File: src/rtl/riscv_loader_pkg.sv
`default_nettype none
// ============================================================================
// riscv_loader_pkg : shared types and sizes for the IMEM program loader
// Rev 1.0
// ============================================================================
package riscv_loader_pkg;

  localparam int LEN_WIDTH      = 16;
  localparam int BYTES_PER_WORD = 4;

  typedef enum logic [2:0] {
    IDLE   = 3'd0,
    LEN_LO = 3'd1,
    LEN_HI = 3'd2,
    DATA   = 3'd3,
    WRITE  = 3'd4,
    CHECK  = 3'd5,
    DONE   = 3'd6,
    ERROR  = 3'd7
  } loader_state_e;

endpackage : riscv_loader_pkg
`default_nettype wire

File: src/rtl/loader_word_assembler.sv
`default_nettype none
// ============================================================================
// loader_word_assembler : little-endian byte-to-word packer with XOR checksum
// Rev 1.0
// ============================================================================
module loader_word_assembler
  import riscv_loader_pkg::*;
#(
  parameter int XLEN = 32
) (
  input  logic            clk,
  input  logic            rst,
  input  logic            clear_i,
  input  logic            byte_valid_i,
  input  logic [7:0]      byte_i,
  output logic [XLEN-1:0] word_next_o,
  output logic            word_ready_o,
  output logic [7:0]      checksum_o
);

  // Only the first three bytes need storage; the fourth arrives with word_ready.
  logic [XLEN-9:0] shift_q, shift_d;
  logic [1:0]      count_q, count_d;
  logic [7:0]      csum_q,  csum_d;

  always_comb begin
    word_next_o  = {byte_i, shift_q};
    word_ready_o = byte_valid_i && (count_q == 2'(BYTES_PER_WORD - 1));
    shift_d      = shift_q;
    count_d      = count_q;
    csum_d       = csum_q;
    if (clear_i) begin
      shift_d = '0;
      count_d = '0;
      csum_d  = '0;
    end else if (byte_valid_i) begin
      shift_d = word_next_o[XLEN-1:8];
      count_d = count_q + 2'd1;
      csum_d  = csum_q ^ byte_i;
    end
  end

  always_ff @(posedge clk or posedge rst) begin
    if (rst) begin
      shift_q <= '0;
      count_q <= '0;
      csum_q  <= '0;
    end else begin
      shift_q <= shift_d;
      count_q <= count_d;
      csum_q  <= csum_d;
    end
  end

  assign checksum_o = csum_q;

endmodule : loader_word_assembler
`default_nettype wire

File: src/rtl/imem_program_loader.sv
`default_nettype none
// ============================================================================
// imem_program_loader : streams a length-prefixed, checksummed image into IMEM
// Rev 1.0
// ============================================================================
module imem_program_loader
  import riscv_loader_pkg::*;
#(
  parameter int          XLEN         = 32,
  parameter int          MEM_DEPTH    = 1024,
  parameter int          ADDR_WIDTH   = $clog2(MEM_DEPTH),
  parameter logic [31:0] RESET_VECTOR = 32'h0000_0000
) (
  input  logic                  clk,
  input  logic                  rst,
  input  logic                  start,
  input  logic [7:0]            in_data,
  input  logic                  in_valid,
  output logic                  in_ready,
  output logic                  imem_we,
  output logic [ADDR_WIDTH-1:0] imem_addr,
  output logic [XLEN-1:0]       imem_wdata,
  output logic                  core_hold,
  output logic                  done,
  output logic                  error,
  output logic [15:0]           words_written
);

  localparam logic [ADDR_WIDTH-1:0] BASE    = RESET_VECTOR[ADDR_WIDTH+1:2];
  localparam logic [ADDR_WIDTH:0]   DEPTH_W = (ADDR_WIDTH + 1)'(MEM_DEPTH);
  localparam logic [LEN_WIDTH:0]    MAX_LEN = (LEN_WIDTH + 1)'(MEM_DEPTH);

  loader_state_e          state_q, state_d;
  logic [LEN_WIDTH-1:0]   len_q, len_d;
  logic [15:0]            ww_q, ww_d;
  logic                   we_q, we_d;
  logic [ADDR_WIDTH-1:0]  addr_q, addr_d;
  logic [XLEN-1:0]        wdata_q, wdata_d;
  logic                   hold_q, hold_d;
  logic                   done_q, done_d;
  logic                   error_q, error_d;

  logic                   w_accept;
  logic                   w_restart;
  logic                   w_data_byte;
  logic [LEN_WIDTH-1:0]   w_len_new;
  logic [ADDR_WIDTH:0]    w_addr_sum;
  logic [XLEN-1:0]        w_word_next;
  logic                   w_word_ready;
  logic [7:0]             w_checksum;

  assign in_ready = (state_q == LEN_LO) || (state_q == LEN_HI) ||
                    (state_q == DATA)   || (state_q == CHECK);
  assign w_accept    = in_valid && in_ready;
  assign w_data_byte = w_accept && (state_q == DATA);
  assign w_restart   = start && ((state_q == IDLE) || (state_q == DONE) ||
                                 (state_q == ERROR));
  assign w_len_new   = {in_data, len_q[7:0]};
  assign w_addr_sum  = {1'b0, BASE} + {1'b0, ww_q[ADDR_WIDTH-1:0]};

  loader_word_assembler #(
    .XLEN (XLEN)
  ) u_asm (
    .clk          (clk),
    .rst          (rst),
    .clear_i      (w_restart),
    .byte_valid_i (w_data_byte),
    .byte_i       (in_data),
    .word_next_o  (w_word_next),
    .word_ready_o (w_word_ready),
    .checksum_o   (w_checksum)
  );

  always_comb begin
    state_d = state_q;
    len_d   = len_q;
    ww_d    = ww_q;
    we_d    = 1'b0;
    addr_d  = addr_q;
    wdata_d = wdata_q;

    case (state_q)
      IDLE, DONE, ERROR: begin
        if (start) begin
          state_d = LEN_LO;
          len_d   = '0;
          ww_d    = '0;
        end
      end
      LEN_LO: begin
        if (w_accept) begin
          len_d[7:0] = in_data;
          state_d    = LEN_HI;
        end
      end
      LEN_HI: begin
        if (w_accept) begin
          len_d = w_len_new;
          if ({1'b0, w_len_new} > MAX_LEN) begin
            state_d = ERROR;
          end else if (w_len_new == '0) begin
            state_d = CHECK;
          end else begin
            state_d = DATA;
          end
        end
      end
      DATA: begin
        // Outputs are registered, so the write is staged here and shows during WRITE.
        if (w_word_ready) begin
          state_d = WRITE;
          we_d    = 1'b1;
          wdata_d = w_word_next;
          addr_d  = (w_addr_sum >= DEPTH_W) ? ADDR_WIDTH'(w_addr_sum - DEPTH_W)
                                            : w_addr_sum[ADDR_WIDTH-1:0];
        end
      end
      WRITE: begin
        ww_d    = ww_q + 16'd1;
        state_d = ((ww_q + 16'd1) == len_q) ? CHECK : DATA;
      end
      CHECK: begin
        if (w_accept) begin
          state_d = (in_data == w_checksum) ? DONE : ERROR;
        end
      end
      default: state_d = IDLE;
    endcase

    hold_d  = (state_d != DONE);
    done_d  = (state_d == DONE);
    error_d = (state_d == ERROR);
  end

  always_ff @(posedge clk or posedge rst) begin
    if (rst) begin
      state_q <= IDLE;
      len_q   <= '0;
      ww_q    <= '0;
      we_q    <= 1'b0;
      addr_q  <= '0;
      wdata_q <= '0;
      hold_q  <= 1'b1;
      done_q  <= 1'b0;
      error_q <= 1'b0;
    end else begin
      state_q <= state_d;
      len_q   <= len_d;
      ww_q    <= ww_d;
      we_q    <= we_d;
      addr_q  <= addr_d;
      wdata_q <= wdata_d;
      hold_q  <= hold_d;
      done_q  <= done_d;
      error_q <= error_d;
    end
  end

  assign imem_we       = we_q;
  assign imem_addr     = addr_q;
  assign imem_wdata    = wdata_q;
  assign core_hold     = hold_q;
  assign done          = done_q;
  assign error         = error_q;
  assign words_written = ww_q;

endmodule : imem_program_loader
`default_nettype wire

File: config.mk
export PLATFORM = sky130hd
export DESIGN_NAME = imem_program_loader
export DESIGN_NICKNAME = d
export VERILOG_FILES = /design/src/rtl/riscv_loader_pkg.sv /design/src/rtl/loader_word_assembler.sv /design/src/rtl/imem_program_loader.sv
export SDC_FILE = /design/constraint.sdc
export NUM_CORES = 1
export LEC_CHECK = 0
export CORE_UTILIZATION = 55
export DETAILED_ROUTE_END_ITERATION = 16
export GPL_ROUTABILITY_DRIVEN = 0
export PLACE_DENSITY_LB_ADDON = 0.1
export REMOVE_ABC_BUFFERS = 1
export SLEW_MARGIN = 20
export SYNTH_ARGS = -nofsm -noshare
export SYNTH_HDL_FRONTEND = slang
export SYNTH_SLANG_ARGS = --single-unit
File: constraint.sdc
create_clock -name clk -period 5.2 [get_ports clk]
set_input_delay 1.3 -clock clk [delete_from_list [all_inputs] [get_ports clk]]
set_output_delay 1.3 -clock clk [all_outputs]
set_load 0.01 [all_outputs]
==> impl_metrics.py, run 1 <==
metrics = {
    "power": {
        "p_leak_nw": 3.044,
        "power_density_nw_per_um2": 537.5,
        "ir_drop_uv": 298.6,
    },
    "route": {
        "via_per_inst": 5.765,
        "ant_nets": 0,
        "drtPass1Iterations": 4,
        "vias": 4312,
        "drt_iter0_drc": 202,
        "drc": 0,
        "avgRoutedWirePerCell_um": 16.65,
        "wl_um": 12460,
    },
    "floorplan": {
        "placementRows": 35,
        "die_area_um2": 10330,
        "core_region_area_um2": 9415,
        "die_h_um": 101.6,
        "ioPinCount": 75,
        "floorplan.initialDensity": 0.5799,
        "dieWidth_um": 101.6,
    },
    "timing": {
        "finalSetupTns_ps": 0,
        "fin_crit_ps": 3421,
        "rsz0062_at_grt": "false",
        "skew_ps": 4.848,
        "final-setup-viol-count": 0,
        "fmax_mhz": 292.3,
        "max_slew_margin": 0.3621,
        "hold_violations": 0,
        "maxSlewViolCount": 0,
        "hold-worst-slack_ps": 482.0,
        "max_slew.worst_pin.slew_ps": 956.8,
        "post-route-period-util": 0.6579,
    },
    "synthesis": {
        "yosysTopAreaCell": "dfrtp_1",
        "ys_warn_count": 0,
        "syn_area_per_cell_um2": 10.09,
        "ys.flop_type": "dfrtp_1",
        "yosysTopAreaCellShare": 0.5225,
        "synth_area_um2": 5460,
        "synth_cell_types": 60,
        "syn_inst": 541,
        "ys_top_cells_by_area": "dfrtp_1 (52%), mux2_1 (8.5%), nand2_1 (7.2%), xor2_1 (3.4%), a21oi_1 (3.1%)",
        "synth_edf_count": 0,
        "ys_ff_latch": 115,
        "ys_seq_area_frac": 0.5273,
        "async_flop_share": 1.000,
    },
    "clock_network": {
        "cts_inserted_buffers": 17,
        "cts_buffer_depth": 2,
        "clock-root-buffer": "clkbuf_8",
        "cts_max_level": 4,
        "path_clk_slew_ps": 60,
        "cts.sinks": 115,
        "cts_tree": "yes",
        "clkLatencyLatePin_ps": 520,
        "ctsHoldBuffers": 0,
        "cts_resized": 0,
        "cts_setup_buffers": 0,
    },
    "finish": {
        "nets": 620,
        "antenna_cells": 0,
        "drive_gt1_frac": 0.08078,
        "synthToLayoutAreaGrowth_pct": 24.79,
    },
    "hold_path": {
        "holdPathEnd": "imem_addr[7]",
        "min_path_cells": 2,
        "hp-start": "imem_addr[7]",
        "hp-class": "flip-flop to flip-flop",
    },
    "critical_path": {
        "rrSetupSlack_ps": 2470,
        "crit_type": "flip-flop to output pin",
        "ff2ff_path_depth": 7,
        "worstPathRequired_ps": 3900,
        "critPathArrivalTime_ps": 2120,
        "end_kind": "output pin",
        "crit_path_start_kind": "flip-flop",
        "r2r_end": "core_hold",
        "critPathMaxFanout": 15,
        "reg2reg_from": "state_q[2]",
    },
    "global_route": {
        "grt_overflow": 0,
        "antenna_found_initial": 0,
        "grt_max_degree": 59,
        "grt_pass1_wl_um": 20860,
        "grt_pass1_vias": 4164,
        "grt_usage": 0.2694,
    },
    "outcome": {
        "status": "completed",
    },
    "placement": {
        "dp_hpwl_um": 8169,
        "port_buffers": 74,
    },
    "run": {
        "drv_cap": 0,
    },
}
## registers in the layout, summed over array words and instances (netlist names), 2 cells and up
| name | cells |
|---|---|
| state_q | 3 |
| imem_wdata | 32 |
| len_q | 16 |
| u_asm.checksum_o | 8 |
| imem_addr | 10 |
| u_asm.count_q | 2 |
| words_written | 16 |
| u_asm.shift_q | 24 |
## how the worst max path moves through the flow
| stage | start | to | slack, ps | depth (start not counted) |
|---|---|---|---|---|
| floorplan | rst | done | 860 | 1 |
| global placement | in_valid | core_hold | 1530 | 8 |
| detailed placement | in_valid | core_hold | 1400 | 8 |
| CTS | state_q[2] | in_ready | 1800 | 3 |
| global route | state_q[2] | in_ready | 1710 | 3 |
| finish | state_q[2] | in_ready | 1780 | 3 |
## report_power, final
group / internal, mW / leakage, nW / switching, mW
Clock: 0.664 / 0.267 / 0.438
Sequential: 1.18 / 1.55 / 0.243
Combinational: 0.548 / 1.22 / 0.590
## cells by family after synthesis
logic type | share of synthesized area
xor gates and xnor gates | 0.05293
muxes | 0.08639
and+or+nand+nor | 0.1693
AOI/OAI and AO/OA | 0.1240
buffers and inverters | 0.03552
adders and majority gates | 0.004582
DFF | 0.5273
## final cells by class
type	instances	area, um^2
Sequential cell	115	2879
Fill cell	691	2601
Multi-Input combinational cell	386	2387
Timing Repair Buffer	80	785.8
Clock buffer	19	441.7
Tap cell	129	161.4
Clock inverter	13	126.4
Inverter	6	32.53
## synthesized netlist by cell type (all sizes together) (6+ instances only)
library cell,count
mux2,41
a21oi,34
clkbuf,19
dfrtp,114
nor2,22
nand3,15
o21ai,50
xnor2,12
xor2,21
nor3,7
nand4,7
nand2,106
buf,15
inv,6
## metal layers
layer	vias to the layer above	GRT usage	routed length, um	share of wire
met3	19	0.05659	662	0.053
met2	138	0.4220	5898	0.47
met5	-	0	0	0
li1	2017	-	-	-
met1	2138	0.3734	5721	0.46
met4	0	0.09476	172	0.014
## per-stage QoR
stage | cells | area [um^2] | power (mW) | setup slack, ps | utilization
after CTS | 748 | 6814 | 3.673 | 1797 | 0.7237
after floorplan | 507 | 5296 | 2.067 | 857.6 | -
after global placement | 716 | 6246 | 2.505 | 1527 | 0.6634
final | 748 | 6814 | 3.663 | 1779 | 0.7237
after detailed placement | 716 | 6246 | 2.558 | 1401 | 0.6634
after global routing | 748 | 6814 | 3.876 | 1709 | 0.7237
## cell usage in the layout (no fill, tap or decap), types with 2 or more instances in the layout
cell | netlist | layout
nor2b_1 | 3 | 3
or4b_1 | 2 | 2
or4_1 | 2 | 2
nor2_1 | 21 | 21
o31ai_1 | 5 | 5
mux2_1 | 41 | 41
clkbuf_8 | 0 | 3
dfrtp_1 | 114 | 114
clkbuf_16 | 0 | 16
clkdlybuf4s50_1 | 0 | 74
clkinv_4 | 0 | 4
o2111ai_1 | 2 | 2
and2_1 | 5 | 5
a21oi_1 | 34 | 34
xor2_1 | 21 | 21
inv_1 | 5 | 4
nand3_1 | 15 | 15
nor3b_1 | 2 | 2
or3_1 | 3 | 3
nor4_1 | 2 | 2
nand2b_1 | 2 | 2
nand4_1 | 7 | 7
ha_1 | 2 | 2
and3_1 | 5 | 5
nor3_1 | 6 | 6
o21ai_1 | 21 | 21
buf_4 | 1 | 6
o21ai_0 | 29 | 29
nand2_1 | 105 | 105
a31oi_1 | 4 | 4
clkinvlp_4 | 0 | 4
o22ai_1 | 2 | 2
xnor2_1 | 12 | 12
o21a_1 | 5 | 5
and4_1 | 4 | 4
inv_6 | 0 | 3
## critical path, stage by stage (launching register included)
cell and delay (ps):
dfrtp_1 680, nand2b_1 340, nand2_1 80, clkdlybuf4s50_1 490
No activity file was read; power rests on OpenSTA's default activity.
==> run 2, diff against run 1 <==
Settings changed: CORE_UTILIZATION 55 to 50.
Clock period 5.2 ns to 3.1 ns, I/O delays scaled along.
==> impl_metrics.py, run 2 (same netlist as run 1, synthesis figures left out) <==
metrics = {
    "clock_network": {
        "cts_setup_buffers": 0,
        "clock-root-buffer": "clkbuf_8",
        "clkLatencyLatePin_ps": 520,
        "cts_max_level": 4,
        "cts_inserted_buffers": 17,
        "path_clk_slew_ps": 60,
        "cts_tree": "yes",
        "cts_resized": 0,
        "cts_buffer_depth": 2,
        "cts.sinks": 115,
        "ctsHoldBuffers": 0,
    },
    "global_route": {
        "grt.busiest_layer": "met2",
        "grt_usage": 0.2547,
        "grt_pass1_vias": 4214,
        "use_met2": 0.3938,
        "grt_max_degree": 58,
        "use_met3": 0.06193,
        "antenna_found_initial": 0,
        "grt_overflow": 0,
        "gr-usage-met1": 0.3600,
        "grt_pass1_wl_um": 22140,
    },
    "timing": {
        "rsz0062_at_grt": "false",
        "fin_crit_ps": 2889,
        "hold_violations": 0,
        "finalSetupTns_ps": 0,
        "hold-worst-slack_ps": 482.5,
        "timing.final.ws_setup_ps": 211.2,
        "fmax_mhz": 346.2,
        "post-route-period-util": 0.9319,
        "skew_ps": 8.743,
        "final-setup-viol-count": 0,
        "maxSlewViolCount": 0,
        "max_slew.worst_pin.slew_ps": 762.5,
        "max_slew_margin": 0.4898,
    },
    "route": {
        "via_per_inst": 5.648,
        "wl_um": 12960,
        "drt_iter0_drc": 218,
        "avgRoutedWirePerCell_um": 16.94,
        "drtPass1Iterations": 5,
        "ant_nets": 0,
        "drc": 0,
        "vias": 4321,
    },
    "power": {
        "pwr-share-clk": 0.309,
        "switching_power_mw": 2.166,
        "p_int_mw": 4.083,
        "p_seq_frac": 0.383,
        "ir_drop_uv": 400.4,
        "switching_share": 0.3466,
        "power_density_nw_per_um2": 902.2,
        "p_comb_frac": 0.308,
        "power_mw": 6.249,
        "p_leak_nw": 3.111,
    },
    "floorplan": {
        "floorplan.initialDensity": 0.5219,
        "die_area_um2": 11340,
        "core_region_area_um2": 10460,
        "die_h_um": 106.5,
        "dieWidth_um": 106.5,
        "ioPinCount": 75,
        "placementRows": 37,
    },
    "finish": {
        "fillers": 870,
        "drive_gt1_frac": 0.09539,
        "antenna_cells": 0,
        "ff_latch_area_um2": 2879,
        "multi_input_area_um2": 2387,
        "final_common_cell": "dfrtp_1",
        "layout_common_cells": "dfrtp_1 (114), nand2_1 (105), clkdlybuf4s50_1 (74), mux2_1 (41), a21oi_1 (34)",
        "synthToLayoutAreaGrowth_pct": 26.86,
        "largest_reg_flops": 32,
        "post-route-util": 0.6620,
        "nets": 630,
    },
    "outcome": {
        "status": "completed",
    },
    "critical_path": {
        "crit_path_start_kind": "flip-flop",
        "critPathArrivalTime_ps": 2110,
        "critPathMaxFanout": 15,
        "end_kind": "output pin",
        "crit_type": "flip-flop to output pin",
        "worstPathRequired_ps": 2320,
    },
    "run": {
        "drv_cap": 0,
    },
    "hold_path": {
        "hp-class": "flip-flop to flip-flop",
    },
    "placement": {
        "port_buffers": 74,
        "dp_hpwl_um": 8561,
        "dp_slack_ps": 147.7,
    },
}
==> run 2: final timing paths <==
kind	to	from	slack, ps	cells past startpoint
setup / recovery	in_ready	state_q[2]	210	3
hold / removal	imem_addr[2]	imem_addr[2]	480	1
setup reg to reg	state_q[1]	words_written[3]	670	6
hold reg to reg	imem_addr[2]	imem_addr[2]	480	1
max in group asynchronous	len_q[2]	rst	1700	3
min in group asynchronous	imem_wdata[26]	rst	550	2
==> run 2: power by group through the flow <==
stage / Clock [mW] / Sequential, mW / Combinational, mW
3_5_place_dp: 0 / 2.40 / 1.91
3_3_place_gp: 0 / 2.39 / 1.87
2_1_floorplan: 0 / 2.39 / 1.07
5_1_grt: 2.03 / 2.47 / 2.14
4_1_cts: 1.96 / 2.39 / 1.94
6_report: 1.93 / 2.39 / 1.93
==> run 2: cell type report <==
| class | instances | share of cell area |
|---|---|---|
| repair buffers | 90 | 0.1261 |
| flip-flops and latches | 115 | 0.4156 |
| clock inverters | 15 | 0.02457 |
| multi-input cells | 386 | 0.3447 |
| well taps | 136 | 0.02457 |
| clock buffers | 17 | 0.05979 |
| inverters | 6 | 0.004697 |
==> run 2: layer usage <==
layer	up-vias	share of wire
li1	2048	-
met1	2136	0.45
met2	129	0.48
met3	8	0.056
met4	0	0.0063
met5	-	0
==> run 2: worst max-delay path: stages (launching register included) <==
cell	delay, ps
dfrtp_1	670
nand2b_1	330
nand2_1	110
clkdlybuf4s50_1	490
==> run 2: through the flow <==
stage,instance area (um^2),std cells
2_1_floorplan,5296,507
3_3_place_gp,6342,733
3_5_place_dp,6342,733
4_1_cts,6927,765
5_1_grt,6927,765
6_report,6927,765
